`src/rtl/seq_divider.sv`:
```
// Multi-cycle radix-2 restoring divider (signed/unsigned) answering a start/ready handshake.
// Optional macro DIV_ZERO_FLAG_EN adds a registered div_zero_o flag alongside ready_o.
module seq_divider #(
    parameter int WIDTH = 32,
    parameter int CNT_W = 6
) (
    input  logic               clk,
    input  logic               resetn,
    input  logic               signed_div_i,
    input  logic [WIDTH-1:0]   opdata1_i,
    input  logic [WIDTH-1:0]   opdata2_i,
    input  logic               start_i,
    input  logic               annul_i,
    output logic [2*WIDTH-1:0] result_o,
`ifdef DIV_ZERO_FLAG_EN
    output logic               ready_o,
    output logic               div_zero_o
`else
    output logic               ready_o
`endif
);

    typedef enum logic [1:0] {S_FREE, S_BYZERO, S_ON, S_END} state_t;

    state_t             state_q, state_d;
    logic [CNT_W-1:0]   cnt_q, cnt_d;
    logic [WIDTH-1:0]   rem_q, rem_d, quo_q, quo_d, dvsr_q, dvsr_d;
    logic               neg_quo_q, neg_quo_d, neg_rem_q, neg_rem_d;
    logic [2*WIDTH-1:0] result_d;
    logic               ready_d;

    // Operand magnitudes used at capture; unsigned operands pass through untouched.
    logic [WIDTH-1:0] mag1, mag2;
    assign mag1 = (signed_div_i && opdata1_i[WIDTH-1]) ? -opdata1_i : opdata1_i;
    assign mag2 = (signed_div_i && opdata2_i[WIDTH-1]) ? -opdata2_i : opdata2_i;

    // One restoring step: the shifted partial remainder can need WIDTH+1 bits.
    logic [WIDTH:0]   part, diff;
    logic [WIDTH-1:0] step_rem, step_quo, fix_rem, fix_quo;
    assign part     = {rem_q, quo_q[WIDTH-1]};
    assign diff     = part - {1'b0, dvsr_q};
    assign step_rem = diff[WIDTH] ? part[WIDTH-1:0] : diff[WIDTH-1:0];
    assign step_quo = {quo_q[WIDTH-2:0], ~diff[WIDTH]};
    assign fix_quo  = neg_quo_q ? -step_quo : step_quo;
    assign fix_rem  = neg_rem_q ? -step_rem : step_rem;

    logic last_step, abort;
    assign last_step = (cnt_q == CNT_W'(WIDTH - 1));
    assign abort     = annul_i || !start_i;

    always_comb begin
        // NOTE: every output of this block gets a default first, so no path can infer a latch.
        state_d   = state_q;
        cnt_d     = cnt_q;
        rem_d     = rem_q;
        quo_d     = quo_q;
        dvsr_d    = dvsr_q;
        neg_quo_d = neg_quo_q;
        neg_rem_d = neg_rem_q;
        result_d  = result_o;
        ready_d   = ready_o;
        unique case (state_q)
            S_FREE: begin
                result_d = '0;
                ready_d  = 1'b0;
                if (start_i && !annul_i) begin
                    rem_d     = '0;
                    quo_d     = mag1;
                    dvsr_d    = mag2;
                    neg_quo_d = signed_div_i && (opdata1_i[WIDTH-1] ^ opdata2_i[WIDTH-1]);
                    neg_rem_d = signed_div_i && opdata1_i[WIDTH-1];
                    cnt_d     = '0;
                    state_d   = (opdata2_i == '0) ? S_BYZERO : S_ON;
                end
            end
            S_BYZERO: begin
                result_d = '0;
                ready_d  = 1'b1;
                state_d  = S_END;
            end
            S_ON: begin
                if (abort) begin
                    result_d = '0;
                    ready_d  = 1'b0;
                    state_d  = S_FREE;
                end else begin
                    rem_d = step_rem;
                    quo_d = step_quo;
                    cnt_d = cnt_q + CNT_W'(1);
                    if (last_step) begin
                        result_d = {fix_rem, fix_quo};
                        ready_d  = 1'b1;
                        state_d  = S_END;
                    end
                end
            end
            S_END: begin
                if (abort) begin
                    result_d = '0;
                    ready_d  = 1'b0;
                    state_d  = S_FREE;
                end
            end
            default: state_d = S_FREE;
        endcase
    end

    // NOTE: datapath registers are reset as well, so nothing downstream ever sees X after reset.
    always_ff @(posedge clk or negedge resetn) begin
        if (!resetn) begin
            state_q   <= S_FREE;
            cnt_q     <= '0;
            rem_q     <= '0;
            quo_q     <= '0;
            dvsr_q    <= '0;
            neg_quo_q <= 1'b0;
            neg_rem_q <= 1'b0;
            result_o  <= '0;
            ready_o   <= 1'b0;
        end else begin
            // NOTE: sequential state uses non-blocking assignments so all registers update together.
            state_q   <= state_d;
            cnt_q     <= cnt_d;
            rem_q     <= rem_d;
            quo_q     <= quo_d;
            dvsr_q    <= dvsr_d;
            neg_quo_q <= neg_quo_d;
            neg_rem_q <= neg_rem_d;
            result_o  <= result_d;
            ready_o   <= ready_d;
        end
    end

`ifdef DIV_ZERO_FLAG_EN
    // Set on the BYZERO->END edge, held through END, cleared when END is left.
    always_ff @(posedge clk or negedge resetn) begin
        if (!resetn) begin
            div_zero_o <= 1'b0;
        end else begin
            div_zero_o <= (state_d == S_END) && (state_q == S_BYZERO || div_zero_o);
        end
    end
`endif

endmodule

```
`config.mk`:
```
export PLATFORM = sky130hd
export DESIGN_NAME = seq_divider
export DESIGN_NICKNAME = d
export VERILOG_FILES = /design/src/rtl/seq_divider.sv
export SDC_FILE = /design/constraint.sdc
export NUM_CORES = 1
export LEC_CHECK = 0
export CAP_MARGIN = 20
export CELL_PAD_IN_SITES_DETAIL_PLACEMENT = 0
export CELL_PAD_IN_SITES_GLOBAL_PLACEMENT = 1
export CORE_UTILIZATION = 39
export CTS_CLUSTER_SIZE = 25
export DETAILED_ROUTE_END_ITERATION = 12
export PLACE_DENSITY = 0.79
export SLEW_MARGIN = 20
export SYNTH_ARGS = -nofsm -noshare
export SYNTH_HDL_FRONTEND = slang
export SYNTH_SLANG_ARGS = --single-unit
```
`constraint.sdc`:
```
create_clock -name clk -period 5.22 [get_ports clk]
set_clock_uncertainty 0.1 [all_clocks]
set_input_delay 0.783 -clock clk [delete_from_list [all_inputs] [get_ports clk]]
set_output_delay 0.783 -clock clk [all_outputs]
set_load 0.05 [all_outputs]
```
* After elaboration in Yosys (flattened, before gate mapping)
Cells that the tools add are included.
Storage, ports and cells: output and inout bits 65, bits in registers 171, word-level logic and storage cells 68, bits of input ports 69
Cells by class: bitwise operators 2, add/subtract/negate cells 6, reduce and logical (&&, ||, !) cells 15, equality and inequality tests 8, mux-type cells 28
Operators by type and width (count):
- $mux W32 | 9
- $mux W64 | 3
- $pmux W64 S3 | 1
- $neg A32 Y32 | 4
- $pmux W32 S2 | 2
- $sub A33 B32 Y33 | 1
- $logic_not A32 Y1 | 1
- $mux W6 | 2
- $pmux W6 S2 | 1
- $mux W2 | 5
- $pmux W2 S4 | 1
- $add A6 B1 Y6 const B | 1
- $eq A6 B5 Y1 const B | 1
- $ne A2 B2 Y1 const B | 3
- $reduce_and A3 Y1 | 2
- $eq A2 B2 Y1 const B | 2
- $logic_and A1 B1 Y1 | 4
- $pmux W1 S4 | 1
- $reduce_and A2 Y1 | 2
- $mux W1 | 3
- $ne A3 B3 Y1 const B | 1
- $eq A2 B1 Y1 const B | 1
- $logic_not A1 Y1 | 2
- $logic_not A2 Y1 | 1
- 5 further kinds | 5

* Depth between registers and ports, before layout
Gate-level depths: netlist (run 1).
depth in word-level cells 7, mapped depth 24, depth with buffers taken out 22

* Least setup slack after synthesis (run 1)
Ideal clock, no wire load.
path type register to register, start point reg quo_q[31], end point reg result_o[62], arrival 4877 ps, data required time 4990 ps, clock period less this slack 5108 ps, slack 112 ps, buffers on the path 2, stages on the path, launching flop included 25, setup time 130 ps, path through dfrtp_1 -> inv_1 -> ha_1 -> inv_1 -> fa_1 -> a211oi_2 -> o211ai_1 -> nand2_1 -> a21oi_1 -> o41ai_4 -> nor2_4 -> inv_1 -> clkbuf_1 -> buf_1 -> nor2_1 -> a21oi_1 -> ha_1 -> nand2_1 -> nor4_1 -> nand4b_1 -> o41ai_4 -> o211ai_1 -> o31ai_2 -> xnor2_1 -> o21ai_1
Between the ends: longest elaborated chain between the ends 7
Ends and longest elaborated chain:
- start: declaration | RTL line 27 | logic [WIDTH-1:0] rem_q, rem_d, quo_q, quo_d, dvsr_q, dvsr_d;
- start signal: assignment | RTL line 125 | quo_q <= quo_d;
- $sub A33 B32 Y33 | RTL line 41 | assign diff = part - {1'b0, dvsr_q};
- $mux W32 (*) | RTL line 42 | assign step_rem = diff[WIDTH] ? part[WIDTH-1:0] : diff[WIDTH-1:0];
- $neg A32 Y32 | RTL line 45 | assign fix_rem = neg_rem_q ? -step_rem : step_rem;
- $mux W32 (*) | RTL line 45
- $mux W64 (*) | RTL line 90 | if (last_step) begin
- $mux W64 (*) | RTL line 82 | if (abort) begin
- $pmux W64 S3 (*) | RTL line 62 | unique case (state_q)
- end signal: assignment | RTL line 129 | result_o <= result_d;
- end: declaration | RTL line 14 | output logic [2*WIDTH-1:0] result_o,
Mark *: on every way between the ends. The rest lies on a longest branch, timed or not. The select of a mux whose other input is x is not followed. A chain may end at the register's enable or synchronous reset.

* Worst setup path in the final report (run 1)
Ends and elaborated chain as after synthesis.

==> results of run 1 <==
## logic make-up after synthesis
| logic type | after synthesis | synth area share |
|---|---|---|
| compound gates | 460 | 0.236 |
| mux | 29 | 0.0246 |
| xor+xnor | 138 | 0.101 |
| simple gates | 509 | 0.198 |
| buf+inv | 126 | 0.0407 |
| fa+ha+maj | 42 | 0.0443 |
| flops | 171 | 0.356 |
## sequential cells by signal (all words and copies together) (netlist names), 2 cells and up
signal	flops
result_o	64
dvsr_q	32
quo_q	32
rem_q	32
cnt_q	6
state_q	2
## worst min-delay path by stage
stage / from / endpoint / slack (ps) / cells after the start
floorplan: dvsr_q[10] / dvsr_q[10] / 350 / 2
detailed placement: result_o[17] / result_o[17] / 370 / 2
global placement: result_o[10] / result_o[10] / 360 / 2
finish: resetn / dvsr_q[11] / 100 / 1
global route: resetn / dvsr_q[8] / 110 / 1
CTS: result_o[17] / result_o[17] / 390 / 2
## cell usage in the layout (no fill, tap or decap), drive strengths merged, types with 8 or more instances in the layout
cell type,n
nor2b,9
a31oi,9
xor2,64
a21o,12
a21oi,105
mux2i,25
nor3,27
clkdlybuf4s50,132
or2,8
and2,14
dfrtp,171
or4,9
nand2b,8
o21a,9
o21ai,204
nand2,228
nor2,111
inv,59
nor4,22
a211oi,11
ha,41
nand3,14
o211ai,15
nand4,13
clkbuf,17
a22o,20
xnor2,74
o31ai,25
o41ai,14
buf,23
or3,19
## cells in the mapped netlist (all sizes together) (4+ instances only)
cell    instances  area (um2)
nor2b           9        56.3
mux2i          25         250
a22oi           5        37.5
nor4           22         156
dfrtp         171        4280
and3            6        37.5
buf            17        78.8
o21bai          4        30.0
mux2            4        45.0
a22o           20         175
a21oi         105         548
nand2b          8        50.1
o21ai         204        1020
o22ai           4        25.0
or2             8        50.1
and2           14        87.6
nand2         228         856
a211oi         11        87.6
o211ai         15         113
ha             41         513
xnor2          74         648
inv            53         199
a21o           12        90.1
clkbuf         56         211
nand3          14        70.1
o41ai          14         175
or4             9        75.1
or3            19         119
o21a            9        67.6
xor2           64         561
nand4          13        81.3
nor3           27         135
o31ai          25         203
nand3b          7        52.6
nor2          111         427
a21boi          4        30.0
a31oi           9        56.3
## critical path, stage by stage (launching register included)
cell,delay [ps]
sky130_fd_sc_hd__dfrtp_1,400
sky130_fd_sc_hd__inv_1,90
sky130_fd_sc_hd__ha_1,170
sky130_fd_sc_hd__inv_1,60
sky130_fd_sc_hd__fa_1,420
sky130_fd_sc_hd__a211oi_2,250
sky130_fd_sc_hd__o211ai_1,140
sky130_fd_sc_hd__nand2_1,200
sky130_fd_sc_hd__a21oi_1,140
sky130_fd_sc_hd__o41ai_4,300
sky130_fd_sc_hd__nor2_4,80
sky130_fd_sc_hd__inv_1,210
sky130_fd_sc_hd__mux2i_1,270
sky130_fd_sc_hd__ha_1,240
sky130_fd_sc_hd__nand2_1,100
sky130_fd_sc_hd__nor4_2,260
sky130_fd_sc_hd__nand4b_1,140
sky130_fd_sc_hd__buf_4,170
sky130_fd_sc_hd__o41ai_4,320
sky130_fd_sc_hd__o211ai_1,200
sky130_fd_sc_hd__o31ai_2,240
sky130_fd_sc_hd__xnor2_1,140
sky130_fd_sc_hd__o21ai_1,70
## stage by stage
| step | util | cells |
|---|---|---|
| 6_report | 0.479 | 1979 |
| 3_5_place_dp | 0.458 | 1944 |
| 3_3_place_gp | 0.458 | 1944 |
| 2_1_floorplan | - | 1475 |
| 5_1_grt | 0.479 | 1979 |
| 4_1_cts | 0.477 | 1976 |
## cell type report
type,instances,area [um2],area share
Sequential cell,171,4280,0.298
Clock inverter,15,158,0.0110
Multi-Input combinational cell,1178,7280,0.507
Inverter,53,199,0.0139
Tap cell,390,488,0.0340
Clock buffer,17,425,0.0297
Timing Repair Buffer,155,1520,0.106
## timing repair
action,CTS,global route
gates resized for setup,0,1
setup endpoints to repair,0,6
hold buffers,0,0
buffers inserted,0,2
## routing by layer
layer / part of all wire / track usage / up-vias
met1: 0.46 / 0.312 / 5269
li1: - / - / 5439
met3: 0.039 / 0.0332 / 48
met4: 0.026 / 0.0791 / 0
met5: 0 / 0 / -
met2: 0.47 / 0.368 / 226
## power breakdown
part / internal [mW] / switching, mW / total, mW / leakage, nW
Combinational: 2.49 / 4.14 / 6.63 / 3.33
Sequential: 1.74 / 0.483 / 2.22 / 2.28
Clock: 0.674 / 0.619 / 1.29 / 0.274
Total: 4.91 / 5.24 / 10.1 / 5.89
==> flow_results.xml, run 1 <==
<?xml version="1.0" encoding="UTF-8"?>
<metrics>
  <group name="status">
    <metric name="status" unit="">finished, final reports clean</metric>
  </group>
  <group name="logic_synthesis">
    <metric name="synthesis.instances" unit="">1475</metric>
    <metric name="number_of_synthesis_warnings" unit="">0</metric>
    <metric name="ys_seq_area_frac" unit="">0.356</metric>
    <metric name="post_synth.cell_area_avg" unit="um2">8.15</metric>
    <metric name="synth_fp_nets" unit="">1586</metric>
    <metric name="postSynth.asyncResetShare" unit="">1.00</metric>
    <metric name="number_of_synthesized_flops_with_an_enable_pin" unit="">0</metric>
    <metric name="synth-main-ff-cell" unit="">sky130_fd_sc_hd__dfrtp_1</metric>
    <metric name="ys_ff_latch" unit="">171</metric>
    <metric name="post_synth_cell_types" unit="">76</metric>
    <metric name="synth.cell_area" unit="mm2">0.0120</metric>
  </group>
  <group name="clock_network">
    <metric name="clock_pin_slew_reported_for_the_worst_setup_and_hold_paths_after_clock_tree_synthesis" unit="ps">70</metric>
    <metric name="clockRootBuffer" unit="">sky130_fd_sc_hd__clkbuf_16</metric>
    <metric name="cts_num_sinks" unit="">171</metric>
    <metric name="cts.path.max_buffers" unit="">2</metric>
    <metric name="clock_latency" unit="ps">460</metric>
    <metric name="cts_tree" unit="">built</metric>
    <metric name="cts_buf_count" unit="">17</metric>
    <metric name="cts-htree-levels" unit="">4</metric>
  </group>
  <group name="sta">
    <metric name="post-route-min-period" unit="ps">4860</metric>
    <metric name="final.setup.worst_slack" unit="ps">362</metric>
    <metric name="setup_total_negative_slack" unit="ps">0</metric>
    <metric name="worst_hold_slack" unit="ps">98.7</metric>
    <metric name="post-route-period-util" unit="">0.931</metric>
    <metric name="timing.fmax" unit="GHz">0.206</metric>
    <metric name="max_slew.worst_pin.slew" unit="ps">1090</metric>
    <metric name="grt_setup_unrepaired" unit="">no</metric>
    <metric name="max-slew-margin-rel" unit="">0.269</metric>
    <metric name="final-hold-violation-count" unit="">0</metric>
    <metric name="slew_viol_final" unit="">0</metric>
    <metric name="final-setup-viol-count" unit="">0</metric>
  </group>
  <group name="global_route">
    <metric name="grt_pass1_vias" unit="">10500</metric>
    <metric name="antenna_found_initial" unit="">0</metric>
    <metric name="grt_start_max_net_pins" unit="">103</metric>
    <metric name="global_route.usage.total" unit="">0.229</metric>
    <metric name="grt_overflow_total" unit="">0</metric>
    <metric name="grt_first_pass_wirelength" unit="um">56400</metric>
  </group>
  <group name="setup_path">
    <metric name="worst-endpoint-required" unit="ps">5420</metric>
    <metric name="timing.critical_path.to_type" unit="">flip-flop</metric>
    <metric name="rr_worst_depth" unit="">22</metric>
    <metric name="crit_end" unit="">result_o[62]</metric>
    <metric name="worst-endpoint-arrival" unit="ps">5060</metric>
    <metric name="critical_path.max_fanout" unit="">8</metric>
    <metric name="worst-r2r-setup-slack" unit="ps">360</metric>
    <metric name="worst_r2r_endpoint" unit="">result_o[62]</metric>
    <metric name="crit_path_launch_type" unit="">flip-flop</metric>
    <metric name="timing.critical_path.from" unit="">quo_q[31]</metric>
    <metric name="setup.worst_path.class" unit="">reg2reg</metric>
    <metric name="critical_path.reg2reg.startpoint" unit="">quo_q[31]</metric>
  </group>
  <group name="floorplan">
    <metric name="die_y" unit="um">178</metric>
    <metric name="floorplan.initialDensity" unit="">0.401</metric>
    <metric name="die_w" unit="um">178</metric>
    <metric name="dieArea" unit="mm2">0.0315</metric>
    <metric name="std_cell_rows" unit="">63</metric>
    <metric name="design.core.area" unit="mm2">0.0300</metric>
    <metric name="top_level_ports" unit="">134</metric>
  </group>
  <group name="route">
    <metric name="initialDrtViolationCount" unit="">699</metric>
    <metric name="wl" unit="um">35100</metric>
    <metric name="routed-via-count" unit="">11000</metric>
    <metric name="avgViaCountPerCell" unit="">5.55</metric>
    <metric name="detail-route-antenna-nets" unit="">0</metric>
    <metric name="detail_route.wl_per_cell" unit="um">17.7</metric>
    <metric name="detailedRoute.firstPassIterationCount" unit="">5</metric>
    <metric name="drc_errors" unit="">0</metric>
  </group>
  <group name="final_layout">
    <metric name="net_total_in_the_final_layout" unit="">1687</metric>
    <metric name="n_fill_cell" unit="">3011</metric>
    <metric name="finish.instance_area" unit="mm2">0.0143</metric>
    <metric name="syn_to_final_growth" unit="%">19.3</metric>
    <metric name="antenna-diode-count" unit="">0</metric>
    <metric name="drive_gt1_frac" unit="">0.0617</metric>
  </group>
  <group name="power_and_ir_drop">
    <metric name="ir_drop" unit="V">0.000412</metric>
    <metric name="pwr_total" unit="mW">10.1</metric>
    <metric name="power_leakage" unit="nW">5.89</metric>
    <metric name="power-per-cell-area" unit="mW/mm2">707</metric>
  </group>
  <group name="placed_design">
    <metric name="finalWeightedCongestion" unit="">0.883</metric>
    <metric name="worst_setup_slack_after_placement" unit="ps">93.9</metric>
    <metric name="dp.final_hpwl" unit="um">26300</metric>
    <metric name="port-buffer-count" unit="">133</metric>
    <metric name="placed_area" unit="mm2">0.0137</metric>
  </group>
  <group name="hold_path">
    <metric name="holdCritPathClass" unit="">in2async</metric>
  </group>
  <group name="job">
    <metric name="cap_violations" unit="">0</metric>
  </group>
</metrics>
Power figures use the tool's default switching activity.
==> run 2, diff against run 1 <==
--- a/config.mk
+++ b/config.mk
@@ -16,3 +16,4 @@
 export SYNTH_ARGS = -nofsm -noshare
 export SYNTH_HDL_FRONTEND = slang
 export SYNTH_SLANG_ARGS = --single-unit
+export TNS_END_PERCENT = 30
==> results of run 2 <==
No change in the layout: final DEF, timing and power equal those of run 1.
==> run 3, diff against run 2 <==
--- a/config.mk
+++ b/config.mk
@@ -11,6 +11,7 @@
 export CORE_UTILIZATION = 39
 export CTS_CLUSTER_SIZE = 25
 export DETAILED_ROUTE_END_ITERATION = 12
+export HOLD_SLACK_MARGIN = 0.08
 export PLACE_DENSITY = 0.79
 export SLEW_MARGIN = 20
 export SYNTH_ARGS = -nofsm -noshare
==> constraint.sdc (replaced) <==
create_clock -name clk -period 4.44 [get_ports clk]
set_clock_uncertainty 0.1 [all_clocks]
set_input_delay 0.666 -clock clk [delete_from_list [all_inputs] [get_ports clk]]
set_output_delay 0.666 -clock clk [all_outputs]
set_load 0.05 [all_outputs]
==> run 3 against run 2 <==
  * Wire length increased by 1.6%
  * Final area increased by 3.1%
  * Die area unchanged
  * Setup slack got worse by 290 ps
  * Combinational power increased by 28%
  * Largest power group unchanged
  * Count of clock-buffer cells in the layout unchanged
  * Flip-flop and latch count unchanged
  * Largest cell class unchanged
==> flow_results.xml, run 3 (synthesized netlist as in run 1, its figures left out) <==
<?xml version="1.0" encoding="UTF-8"?>
<metrics>
  <group name="status">
    <metric name="status" unit="">finished, final reports clean</metric>
  </group>
  <group name="power_and_ir_drop">
    <metric name="power-per-cell-area" unit="mW/mm2">854</metric>
    <metric name="ir_drop" unit="V">0.000412</metric>
    <metric name="pwr_total" unit="mW">12.6</metric>
    <metric name="power_leakage" unit="nW">6.12</metric>
  </group>
  <group name="floorplan">
    <metric name="design.core.area" unit="mm2">0.0300</metric>
    <metric name="floorplan.initialDensity" unit="">0.401</metric>
    <metric name="std_cell_rows" unit="">63</metric>
    <metric name="die_w" unit="um">178</metric>
    <metric name="dieArea" unit="mm2">0.0315</metric>
    <metric name="top_level_ports" unit="">134</metric>
    <metric name="die_y" unit="um">178</metric>
  </group>
  <group name="sta">
    <metric name="worst_hold_slack" unit="ps">167</metric>
    <metric name="max-slew-margin-rel" unit="">0.275</metric>
    <metric name="timing.fmax" unit="GHz">0.229</metric>
    <metric name="post-route-min-period" unit="ps">4360</metric>
    <metric name="slew_viol_final" unit="">0</metric>
    <metric name="final.setup.worst_slack" unit="ps">76.5</metric>
    <metric name="final-hold-violation-count" unit="">0</metric>
    <metric name="max_slew.worst_pin.slew" unit="ps">1090</metric>
    <metric name="post-route-period-util" unit="">0.983</metric>
    <metric name="grt_setup_unrepaired" unit="">yes</metric>
    <metric name="final-setup-viol-count" unit="">0</metric>
  </group>
  <group name="global_route">
    <metric name="grt_overflow_total" unit="">0</metric>
    <metric name="global_route.usage.total" unit="">0.232</metric>
    <metric name="grt_pass1_vias" unit="">10800</metric>
    <metric name="grt_start_max_net_pins" unit="">93</metric>
    <metric name="grt_first_pass_wirelength" unit="um">57700</metric>
    <metric name="antenna_found_initial" unit="">0</metric>
  </group>
  <group name="placed_design">
    <metric name="dp.final_hpwl" unit="um">27000</metric>
    <metric name="port-buffer-count" unit="">133</metric>
    <metric name="finalWeightedCongestion" unit="">0.871</metric>
    <metric name="worst_setup_slack_after_placement" unit="ps">-81.9</metric>
    <metric name="numPlacedInstances" unit="">1981</metric>
  </group>
  <group name="final_layout">
    <metric name="regArea" unit="mm2">0.00428</metric>
    <metric name="net_total_in_the_final_layout" unit="">1729</metric>
    <metric name="drive_gt1_frac" unit="">0.0944</metric>
    <metric name="final_common_cell" unit="">sky130_fd_sc_hd__nand2_1</metric>
    <metric name="largest_register_ffs" unit="">64</metric>
    <metric name="antenna-diode-count" unit="">0</metric>
    <metric name="n_fill_cell" unit="">2889</metric>
    <metric name="finish.cell_count_without_fillers" unit="">2021</metric>
    <metric name="layout.cells.most_common_list" unit="">sky130_fd_sc_hd__nand2_1, sky130_fd_sc_hd__o21ai_0, sky130_fd_sc_hd__dfrtp_1</metric>
    <metric name="syn_to_final_growth" unit="%">23.1</metric>
    <metric name="area_of_the_multi_input_gates" unit="mm2">0.00738</metric>
    <metric name="largest-register" unit="">result_o</metric>
  </group>
  <group name="job">
    <metric name="cap_violations" unit="">0</metric>
  </group>
  <group name="setup_path">
    <metric name="worst-endpoint-required" unit="ps">4660</metric>
    <metric name="crit_path_launch_type" unit="">flip-flop</metric>
    <metric name="worst-r2r-setup-slack" unit="ps">80</metric>
    <metric name="critical_path.max_fanout" unit="">4</metric>
    <metric name="setup.worst_path.class" unit="">reg2reg</metric>
    <metric name="timing.critical_path.to_type" unit="">flip-flop</metric>
    <metric name="worst-endpoint-arrival" unit="ps">4590</metric>
  </group>
  <group name="clock_network">
    <metric name="cts_hold_bufs" unit="">0</metric>
    <metric name="clock_latency" unit="ps">440</metric>
    <metric name="cts_tree" unit="">built</metric>
    <metric name="clockRootBuffer" unit="">sky130_fd_sc_hd__clkbuf_16</metric>
    <metric name="cts-htree-levels" unit="">4</metric>
    <metric name="cts.path.max_buffers" unit="">2</metric>
    <metric name="cts_buf_count" unit="">17</metric>
    <metric name="clock_pin_slew_reported_for_the_worst_setup_and_hold_paths_after_clock_tree_synthesis" unit="ps">80</metric>
    <metric name="cts_num_sinks" unit="">171</metric>
  </group>
  <group name="route">
    <metric name="avgViaCountPerCell" unit="">5.51</metric>
    <metric name="detail-route-antenna-nets" unit="">0</metric>
    <metric name="detailedRoute.firstPassIterationCount" unit="">6</metric>
    <metric name="detail_route.wl_per_cell" unit="um">17.6</metric>
    <metric name="routed-via-count" unit="">11100</metric>
    <metric name="drc_errors" unit="">0</metric>
    <metric name="wl" unit="um">35600</metric>
    <metric name="initialDrtViolationCount" unit="">735</metric>
  </group>
  <group name="hold_path">
    <metric name="holdCritPathClass" unit="">in2async</metric>
  </group>
</metrics>
[run 3: layout make-up]
| class | instances | share of cell area |
|---|---|---|
| multi-input combinational | 1178 | 0.499 |
| sequential | 171 | 0.289 |
| timing repair buffer | 197 | 0.124 |
| tap | 390 | 0.0330 |
| clock buffer | 17 | 0.0288 |
| inverter | 53 | 0.0138 |
| clock inverter | 15 | 0.0124 |
[run 3: worst max-delay path, stage by stage, from the launching register on]
cell,delay (ps)
sky130_fd_sc_hd__dfrtp_1,390
sky130_fd_sc_hd__inv_2,80
sky130_fd_sc_hd__ha_4,130
sky130_fd_sc_hd__inv_2,30
sky130_fd_sc_hd__fa_2,350
sky130_fd_sc_hd__a211oi_2,230
sky130_fd_sc_hd__o211ai_1,160
sky130_fd_sc_hd__nand2_1,190
sky130_fd_sc_hd__nand2_1,70
sky130_fd_sc_hd__a221o_2,370
sky130_fd_sc_hd__nor2_4,130
sky130_fd_sc_hd__clkinv_4,100
sky130_fd_sc_hd__mux2i_4,220
sky130_fd_sc_hd__ha_4,180
sky130_fd_sc_hd__nand2_4,60
sky130_fd_sc_hd__nor4_4,170
sky130_fd_sc_hd__nand4b_1,240
sky130_fd_sc_hd__o41ai_4,380
sky130_fd_sc_hd__o211ai_1,200
sky130_fd_sc_hd__o31ai_2,250
sky130_fd_sc_hd__xnor2_1,150
sky130_fd_sc_hd__o21ai_1,70
[run 3: power breakdown]
| group | leakage [nW] | switching (mW) | total (mW) | internal, mW |
|---|---|---|---|---|
| Combinational | 3.55 | 5.13 | 8.48 | 3.35 |
| Sequential | 2.28 | 0.554 | 2.60 | 2.04 |
| Clock | 0.296 | 0.786 | 1.56 | 0.770 |
| Total | 6.12 | 6.47 | 12.6 | 6.17 |
[run 3: repair_timing]
action,4_1_cts,5_1_grt
setup endpoints to repair,4,14
setup buffers,2,6
gates resized for setup,1,14
cloned,0,0
pin swaps,5,6
[run 3: stage by stage]
stage / TNS (ps) / instance area [um2] / util
2_1_floorplan: -109 / 12100 / -
3_3_place_gp: 0 / 14100 / 0.469
3_5_place_dp: -101 / 14100 / 0.469
4_1_cts: -54.5 / 14700 / 0.490
5_1_grt: -283 / 14800 / 0.494
6_report: 0 / 14800 / 0.494
[run 3: path summary, 6_finish.rpt]
check / from / end / cells past startpoint
worst max-delay path: quo_q[31] / result_o[62] / 21
worst min-delay path: resetn / dvsr_q[5] / 1
worst max register to register: quo_q[31] / result_o[62] / 21
worst min register to register: result_o[6] / result_o[6] / 2
max in group asynchronous: resetn / cnt_q[5] / 2
min in group clk: result_o[6] / result_o[6] / 2
[run 3: metal layers]
layer  global-route usage  up-vias  part of all wire  wire length, um
met5                    0        -                 0                0
met4               0.0620        0             0.022              775
met3               0.0255       48             0.034             1220
met2                0.383      211              0.47            16700
met1                0.321     5347              0.48            17000
li1                     -     5524                 -                -
